===== src/rtl/corner_judge_pkg.sv =====
// Shared types for the corner pass judge.
//   state_t      : FSM state codes exposed on the 'state' output.
//   corner_t     : corner index, 0=LT 1=RT 2=LB 3=RB.
//   LFSR_SEED    : reset value of the optional target LFSR.
//   rotation_corner : fixed target rotation LT, RT, RB, LB.
package corner_judge_pkg;

  typedef enum logic [2:0] {
    ST_IDLE   = 3'd0,
    ST_ARM    = 3'd1,
    ST_PLAY   = 3'd2,
    ST_HIT    = 3'd3,
    ST_MISS   = 3'd4,
    ST_RESULT = 3'd5,
    ST_DONE   = 3'd6
  } state_t;

  typedef enum logic [1:0] {
    CORNER_LT = 2'd0,
    CORNER_RT = 2'd1,
    CORNER_LB = 2'd2,
    CORNER_RB = 2'd3
  } corner_t;

  localparam logic [7:0] LFSR_SEED = 8'hA5;

  // Rotation LT, RT, RB, LB by round index mod 4.
  function automatic corner_t rotation_corner(input logic [1:0] idx);
    return corner_t'({idx[1], idx[1] ^ idx[0]});
  endfunction

endpackage


===== src/rtl/corner_hold_counter.sv =====
// Per-corner consecutive-frame counter.
// Ports:
//   clk, reset_n : clock, asynchronous active-low reset
//   tick         : frame tick; the counter only moves on this
//   pass         : corner pass flag sampled on tick
//   held         : counter equals HOLD_FRAMES once this cycle's tick is applied
module corner_hold_counter #(
  parameter int unsigned HOLD_FRAMES = 8
) (
  input  logic clk,
  input  logic reset_n,
  input  logic tick,
  input  logic pass,
  output logic held
);

  localparam int unsigned W = $clog2(HOLD_FRAMES + 2);
  localparam logic [W-1:0] HOLD = W'(HOLD_FRAMES);

  logic [W-1:0] count;
  logic [W-1:0] count_nxt;

  always_comb begin
    count_nxt = count;
    if (tick) begin
      if (!pass)
        count_nxt = '0;
      else if (count != HOLD)
        count_nxt = count + 1'b1;
    end
  end

  always_ff @(posedge clk or negedge reset_n) begin
    if (!reset_n)
      count <= '0;
    else
      count <= count_nxt;
  end

  // Looks at the post-update value so the FSM can act on the same frame
  // tick that completes the hold.
  assign held = (count_nxt == HOLD);

endmodule


===== src/rtl/corner_pass_judge.sv =====
// Corner pass judge: runs a game of NUM_ROUNDS rounds in which the player
// must hold the target corner for HOLD_FRAMES consecutive frames within
// TIMEOUT_FRAMES frames.
// Ports:
//   clk, reset_n           : pixel clock, asynchronous active-low reset
//   vsync                  : frame sync; rising edge is the frame tick
//   pass_LT/RT/LB/RB       : per-frame corner pass flags
//   start, abort           : game start pulse, abort level
//   target_corner/_valid   : current target, valid while playing
//   state, round_idx, score, timer : status
//   hit_pulse, miss_pulse  : one-cycle result strobes
//   game_over              : high when the game has finished
// Build option: CORNER_LFSR_EN selects LFSR targets instead of the rotation.
module corner_pass_judge
  import corner_judge_pkg::*;
#(
  parameter int unsigned HOLD_FRAMES    = 8,
  parameter int unsigned TIMEOUT_FRAMES = 180,
  parameter int unsigned NUM_ROUNDS     = 10,
  parameter int unsigned RESULT_FRAMES  = 30
) (
  input  logic       clk,
  input  logic       reset_n,
  input  logic       vsync,
  input  logic       pass_LT,
  input  logic       pass_RT,
  input  logic       pass_LB,
  input  logic       pass_RB,
  input  logic       start,
  input  logic       abort,
  output logic [1:0] target_corner,
  output logic       target_valid,
  output logic [2:0] state,
  output logic [7:0] round_idx,
  output logic [7:0] score,
  output logic [7:0] timer,
  output logic       hit_pulse,
  output logic       miss_pulse,
  output logic       game_over
);

  logic       vs_d;
  logic       frame_tick;
  logic [3:0] flags;
  logic [3:0] held;

  state_t     cur_state, nxt_state;
  corner_t    target, target_nxt, next_target;
  logic [7:0] round_nxt, score_nxt;
  logic [15:0] timer_cnt, timer_nxt;
  logic [15:0] res_cnt, res_nxt;

  assign frame_tick = vsync & ~vs_d;
  assign flags      = {pass_RB, pass_LB, pass_RT, pass_LT};

  for (genvar i = 0; i < 4; i++) begin : g_hold
    corner_hold_counter #(.HOLD_FRAMES(HOLD_FRAMES)) u_hold (
      .clk     (clk),
      .reset_n (reset_n),
      .tick    (frame_tick),
      .pass    (flags[i]),
      .held    (held[i])
    );
  end

`ifdef CORNER_LFSR_EN
  logic [7:0] lfsr;

  always_ff @(posedge clk or negedge reset_n) begin
    if (!reset_n)
      lfsr <= LFSR_SEED;
    else
      lfsr <= {lfsr[6:0], lfsr[7] ^ lfsr[5] ^ lfsr[4] ^ lfsr[3]};
  end

  // Never repeat the previous target.
  assign next_target = (corner_t'(lfsr[1:0]) == target) ? corner_t'(lfsr[1:0] + 2'd1)
                                                       : corner_t'(lfsr[1:0]);
`else
  assign next_target = rotation_corner(round_idx[1:0]);
`endif

  always_comb begin
    nxt_state  = cur_state;
    target_nxt = target;
    round_nxt  = round_idx;
    score_nxt  = score;
    timer_nxt  = timer_cnt;
    res_nxt    = res_cnt;
    if (abort) begin
      nxt_state = ST_IDLE;
    end else begin
      case (cur_state)
        ST_IDLE, ST_DONE: begin
          if (start) begin
            nxt_state = ST_ARM;
            round_nxt = '0;
            score_nxt = '0;
          end
        end
        ST_ARM: begin
          // An all-zero frame is required so a hold can't carry into the round.
          if (frame_tick && flags == 4'd0) begin
            target_nxt = next_target;
            timer_nxt  = 16'(TIMEOUT_FRAMES);
            nxt_state  = ST_PLAY;
          end
        end
        ST_PLAY: begin
          if (frame_tick) begin
            if (held[target])
              nxt_state = ST_HIT;
            else if (held != 4'd0 || timer_cnt <= 16'd1)
              nxt_state = ST_MISS;
            else
              timer_nxt = timer_cnt - 16'd1;
          end
        end
        ST_HIT: begin
          if (score != 8'hFF)
            score_nxt = score + 8'd1;
          res_nxt   = 16'(RESULT_FRAMES);
          nxt_state = ST_RESULT;
        end
        ST_MISS: begin
          res_nxt   = 16'(RESULT_FRAMES);
          nxt_state = ST_RESULT;
        end
        ST_RESULT: begin
          if (frame_tick) begin
            if (res_cnt <= 16'd1) begin
              res_nxt = '0;
              if (round_idx == 8'(NUM_ROUNDS - 1)) begin
                nxt_state = ST_DONE;
              end else begin
                round_nxt = round_idx + 8'd1;
                nxt_state = ST_ARM;
              end
            end else begin
              res_nxt = res_cnt - 16'd1;
            end
          end
        end
        default: nxt_state = ST_IDLE;
      endcase
    end
  end

  always_ff @(posedge clk or negedge reset_n) begin
    if (!reset_n) begin
      vs_d      <= 1'b0;
      cur_state <= ST_IDLE;
      target    <= CORNER_LT;
      round_idx <= '0;
      score     <= '0;
      timer_cnt <= '0;
      res_cnt   <= '0;
    end else begin
      vs_d      <= vsync;
      cur_state <= nxt_state;
      target    <= target_nxt;
      round_idx <= round_nxt;
      score     <= score_nxt;
      timer_cnt <= timer_nxt;
      res_cnt   <= res_nxt;
    end
  end

  assign state         = cur_state;
  assign target_corner = target;
  assign target_valid  = (cur_state == ST_PLAY);
  assign hit_pulse     = (cur_state == ST_HIT);
  assign miss_pulse    = (cur_state == ST_MISS);
  assign game_over     = (cur_state == ST_DONE);
  assign timer         = (timer_cnt > 16'd255) ? 8'hFF : timer_cnt[7:0];

endmodule


===== config.mk =====
export PLATFORM = sky130hd
export DESIGN_NAME = corner_pass_judge
export DESIGN_NICKNAME = d
export VERILOG_FILES = /design/src/rtl/corner_judge_pkg.sv /design/src/rtl/corner_hold_counter.sv /design/src/rtl/corner_pass_judge.sv
export SDC_FILE = /design/constraint.sdc
export NUM_CORES = 1
export LEC_CHECK = 0
export ABC_AREA = 1
export CORE_ASPECT_RATIO = 2
export CORE_MARGIN = 1
export CORE_UTILIZATION = 40
export DETAILED_ROUTE_END_ITERATION = 16
export HOLD_SLACK_MARGIN = 0.05
export PLACE_DENSITY = 0.58
export SKIP_CTS_REPAIR_TIMING = 1
export SYNTH_ARGS = -nofsm -noshare
export SYNTH_HDL_FRONTEND = slang
export SYNTH_SLANG_ARGS = --single-unit

===== constraint.sdc =====
create_clock -name clk -period 5.5 [get_ports clk]
set_input_delay 0.825 -clock clk [delete_from_list [all_inputs] [get_ports clk]]
set_output_delay 0.825 -clock clk [all_outputs]
set_load 0.02 [all_outputs]

# Yosys cells after proc, flatten, opt, wreduce, memory -nomap -nowiden
# Cells that the tools add are included.
# totals
register_bits	70
latch_bits	0
ramBits	0
rom_bits	0
elab_cells	115
mem_count	0
# op_classes
add_sub_neg	8
mul	0
n_div	0
n_lt_le_gt_ge	4
eq_ne	31
shift	0
muxes	40
n_bitwise	4
reduce_logical	17
# ops
cell	n
16-bit two-way mux	6
16-bit case mux with 2 select lines	2
4-bit two-way mux	12
8-bit two-way mux	6
16-bit by 1-bit <= comparator with 1-bit output, second input constant	2
8-bit case mux with 2 select lines	2
16-bit by 1-bit subtractor with 16-bit output, second input constant	2
3-bit two-way mux	9
6-bit AND reduction	3
4-bit by 1-bit adder with 4-bit output, second input constant	4
8-bit by 1-bit adder with 8-bit output, second input constant	2
4-bit == test, second input constant	4
16-bit by 8-bit greater-than comparator with 1-bit output, second input constant	1
4-bit inequality test, second input constant	4
3-bit case mux with 5 select lines	1
2-bit inequality test, second input constant	7
3-bit inequality test, second input constant	4
3-bit == test, second input constant	3
8-bit by 4-bit == test with 1-bit output, second input constant	1
8-bit inequality test, second input constant	1
2-bit nonzero test	4
3-bit by 2-bit == test with 1-bit output, second input constant	2
3-bit AND reduction	2
4-bit logical NOT	1
16 further kinds	19

# Depth between registers and ports, before layout
# logic_depth
depth_word	12
ltp_mapped	16
mapped_depth_nobuf	16

# Modules after synthesis
# A second synthesis with hierarchy kept.
# unflattened
hier_cells	678
area_unflattened_um2	4870.9
# by_module_without_submodules
mod	n_inst	cells_per_inst	area_per_inst_um2
corner_pass_judge	1	515	3711.1
corner_hold_counter at g_hold[1].u_hold ...	3	41	296.5
corner_hold_counter at g_hold[0].u_hold	1	40	270.3

# Worst setup path before layout
# Ideal clock, no wire load.
# synth_path
path_type	input to register
startpoint	input port vsync
endpoint	register timer_cnt[8]
arrival_time_ps	2061
required_time_ps	5434
setup_slack_ps	3373
stages	15
path_buffers	2
cell_sequence	inv_2 > nor2_2 > buf_4 > nand3_1 > and2_1 > nand2_1 > inv_1 > nand2_1 > nand2_1 > nor2_1 > nand3_1 > nand2_2 > buf_4 > nand3_1 > nand2_1
# synth_between
elab_chain_len	7
elab_cells_between_ends	19
cone_classes	eq/ne (8); mux (6); bitwise (1); reduce/logical (4)
# synth_rtl
element	line_no	rtl
start: declaration	corner_pass_judge.sv:24	input logic vsync,
1-bit AND *	corner_pass_judge.sv:53	assign frame_tick = vsync & ~vs_d;
4-bit two-way mux	corner_hold_counter.sv:25	if (tick) begin
4-bit == test	corner_hold_counter.sv:42	assign held = (count_nxt == HOLD);
1-bit binary-select mux with 2-bit select or 4-bit nonzero test (tied branches)	corner_pass_judge.sv:111, corner_pass_judge.sv:113	
1-bit two-way mux (not written as such) or 1-bit logical OR (tied branches)	corner_pass_judge.sv:111, corner_pass_judge.sv:113	
2-bit inequality test (no source line)	-	
6-bit AND reduction (no source line) *	-	
end signal: assignment	corner_pass_judge.sv:164	timer_cnt <= timer_nxt;
end: declaration	corner_pass_judge.sv:50	logic [15:0] timer_cnt, timer_nxt;
# Every way passes the cells marked *; elsewhere a longest branch is shown, timed or not. The select of a mux whose other input is x is not followed.
# A chain may end at the register's enable or synchronous reset.

# Worst setup path in the final report
# layout_path
startpoint	input port vsync
endpoint	register timer_cnt[12]
# The elaborated chain is that of the path after synthesis.

==> summary.md <==
| Metric | Value |
|---|---|
| Antenna Cells | 0 |
| Outcome | completed |
| Endpoints failing setup | 0 |
| Worst Hold Endpoint | timer_cnt[15] |
| Area share of fa/ha/maj cells after synthesis | 4.225% |
| EDFF count, synth | 0 |
| Via-to-Cell Ratio | 4.999 |
| Period minus WS final | 3.504 ns |
| Final ANT Viol Nets | 0 |
| Setup WS post-layout | 1.996 ns |
| Clock skew | 0.008140 ns |
| Max frequency | 285.4 MHz |
| Largest net degree at the start of global routing | 71 |
| Final Cell Area | 5304 µm² |
| Final Non-Filler Cells | 808 |
| FF-to-FF End | timer_cnt[12] |
| Synth Flop Type | dfrtp_1 |
| DP Area | 4974 µm² |
| Total CTS buffers | 9 |
| CP required | 5.72 ns |
| Hold Startpoint | timer_cnt[15] |
| Rel. slew slack | 31.13% |
| First-pass GRT wire length | 17360 µm |
| Mux contribution to synthesized area | 0% |
| Max-cap viol count | 0 |
| CTS root buf | clkbuf_16 |
| Largest family of logic cells by synthesized area | simple AND/OR/NAND/NOR gates |
| Mapped Avg Cell Area | 7.176 µm² |
| Synth Area in Simple Gates | 33.63% |
| Ys async rst share | 100.0% |
| Pre-antenna DRT Iters | 4 |
| TNS Setup | 0 ns |
| Grt total ovfl | 0 |
| Critical Path AT | 3.73 ns |
| Fill cells | 1113 |
| Worst-skew pair later-pin latency | 0.34 ns |
| Full die area | 11560 µm² |
| Die Wd | 76.52 µm |
| Top cells by count, synth | nand2_1 (153), inv_1 (95), nor2_1 (72) |
| Startpoint Class | input pin |
| Worst vdd ir | 357.9 µV |
| Nets@finish | 687 |
| Yosys Warn Count | 0 |
| Synth Area in Compound Gates | 8.169% |
| Initial antenna violation count | 0 |
| Initial Utilization | 40.83% |
| Reg area | 1752 µm² |
| Crit Reg-Reg Startpoint | vs_d |
| # placed instances | 792 |
| Drt total wl | 10620 µm |
| Post-DP HPWL | 8001 µm |
| WHS Path Cells | 2 |
| Post-Syn Area | 4442 µm² |
| Worst slew pin tran | 1.032 ns |
| Core area | 10880 µm² |
| H-Tree Depth | 3 |
| Critical Path Fanout Max | 30 |
| Final slew viol count | 0 |
| Synth Area in XOR/XNOR | 4.732% |
| Pwr per Cell Area | 462.5 nW/µm² |
| Worst setup EP type | flop |
| Height of the die | 151.0 µm |
| Rows | 54 |
| Net Count, Synth | 643 |
| Via count of the first global-routing pass | 3823 |
| CTS clk-pin slew, worst paths | 0.06 ns |
| Synthesized instance count | 619 |
| Reg2reg path depth | 14 |
| HP Class | flop to flop |
| Clk buf depth | 2 |
| CTS tree | yes |
| Placement Setup Slack | 1.674 ns |
| RSZ-0062 raised after global routing | no |
| Cell with the most instances after synthesis | nand2_1 |
| Util after Layout | 48.76% |
| Crit share post-route | 63.71% |
| Tot Pwr | 2.453 mW |
| Top cells by area, synth | dfrtp_1 (39%), nand2_1 (13%), inv_1 (8.0%), nor2_1 (6.1%), nand3_1 (6.0%) |
| Top-area cell type share of the netlist area | 39.44% |
| Share of layout cells above drive strength 1 | 6.437% |
| P_leak | 2.680 nW |
| Wirelength per Cell | 13.15 µm |
| Via count | 4039 |
| Flops & latches, synth | 70 |
| Min Hold Slack | 0.5322 ns |
| Yosys cell types | 41 |
| GRT Util Overall | 19.32% |
| I/O Buffers | 41 |
| DRC viols | 0 |
| RePlAce Congestion | 0.8648 |
| Reg2reg setup slack | 2.63 ns |
| Sink Count | 70 |
| Synth area leader | dfrtp_1 |
| Initial DRC count | 202 |
| IO Count | 42 |
| Footprint of the multi-input gates | 2255 µm² |
| Sequential area share after synthesis | 39.44% |
| Syn-to-layout area delta | 19.41% |
| Final hold vios | 0 |
| Critical path type | input pin to flop |
==> cell type report <==
class | instances | area share, %
clock inverters | 7 | 1.982
clock buffers | 9 | 4.246
flip-flops and latches | 70 | 33.03
multi-input cells | 439 | 42.51
repair buffers | 42 | 7.785
inverters | 101 | 7.148
well taps | 140 | 3.303
==> cell usage in the layout (no fill, tap or decap), types with 3 or more instances in the layout <==
cell / netlist / final
o21a_1: 4 / 4
or2_2: 4 / 4
dfrtp_1: 70 / 70
xor2_1: 20 / 20
nand2_1: 153 / 153
nand3_1: 53 / 53
nor3_1: 15 / 15
o21ai_0: 22 / 22
xnor2_1: 4 / 4
ha_1: 15 / 15
nor2_2: 6 / 6
clkdlybuf4s50_1: 0 / 40
inv_2: 6 / 6
a21oi_1: 15 / 15
nor2_1: 72 / 72
o21ai_1: 10 / 10
clkbuf_16: 0 / 9
nand4_1: 15 / 15
o211ai_1: 3 / 3
inv_1: 95 / 95
==> where the power goes <==
part           switching (mW)  internal [mW]  leakage (nW)  total, mW
clock network           0.243          0.404         0.159      0.647
logic                   0.682          0.382          1.60       1.06
registers               0.124          0.618         0.922      0.742
total                    1.05           1.40          2.68       2.45
==> cell families after synthesis <==
| family | after synthesis |
|---|---|
| AOI/OAI and AO/OA | 64 |
| xor gates and xnor gates | 24 |
| adders and majority gates | 15 |
| buffers and inverters | 110 |
| DFF | 70 |
| and+or+nand+nor | 336 |
==> worst max path at each step <==
stage,startpoint,to,slack [ns],cells past startpoint
global route,vsync,timer_cnt[15],1.63,14
finish,vsync,timer_cnt[12],2.00,16
detailed placement,vsync,timer_cnt[8],1.67,16
CTS,vsync,timer_cnt[12],2.01,16
floorplan,vsync,timer_cnt[8],3.37,15
global placement,vsync,timer_cnt[9],1.80,16
==> metal layers <==
layer	GRT usage [%]	routed length, µm	vias to the layer above
met4	9.519	229	0
met3	3.012	269	14
met1	19.46	4092	1913
met5	0	0	-
met2	37.84	6032	61
li1	-	-	2051
==> critical path, stage by stage <==
cell             delay [ns]
clkdlybuf4s50_1        0.53
inv_2                  0.05
nor2_2                 0.77
nand2_1                0.17
nand2_1                0.10
nand3_1                0.10
nand2_1                0.07
inv_1                  0.04
nand2_1                0.06
nand2_1                0.04
nor2_1                 0.15
nand3_1                0.11
nand2_2                0.38
inv_2                  0.17
nand2_1                0.11
nand2_1                0.05
==> flip-flops by register name (all words and copies together), names as in the netlist <==
signal	flops
timer_cnt	16
target_corner	2
vs_d	1
res_cnt	16
round_idx	8
g_hold.u_hold.count	16
score	8
state	3
Power figures use the tool's default switching activity.
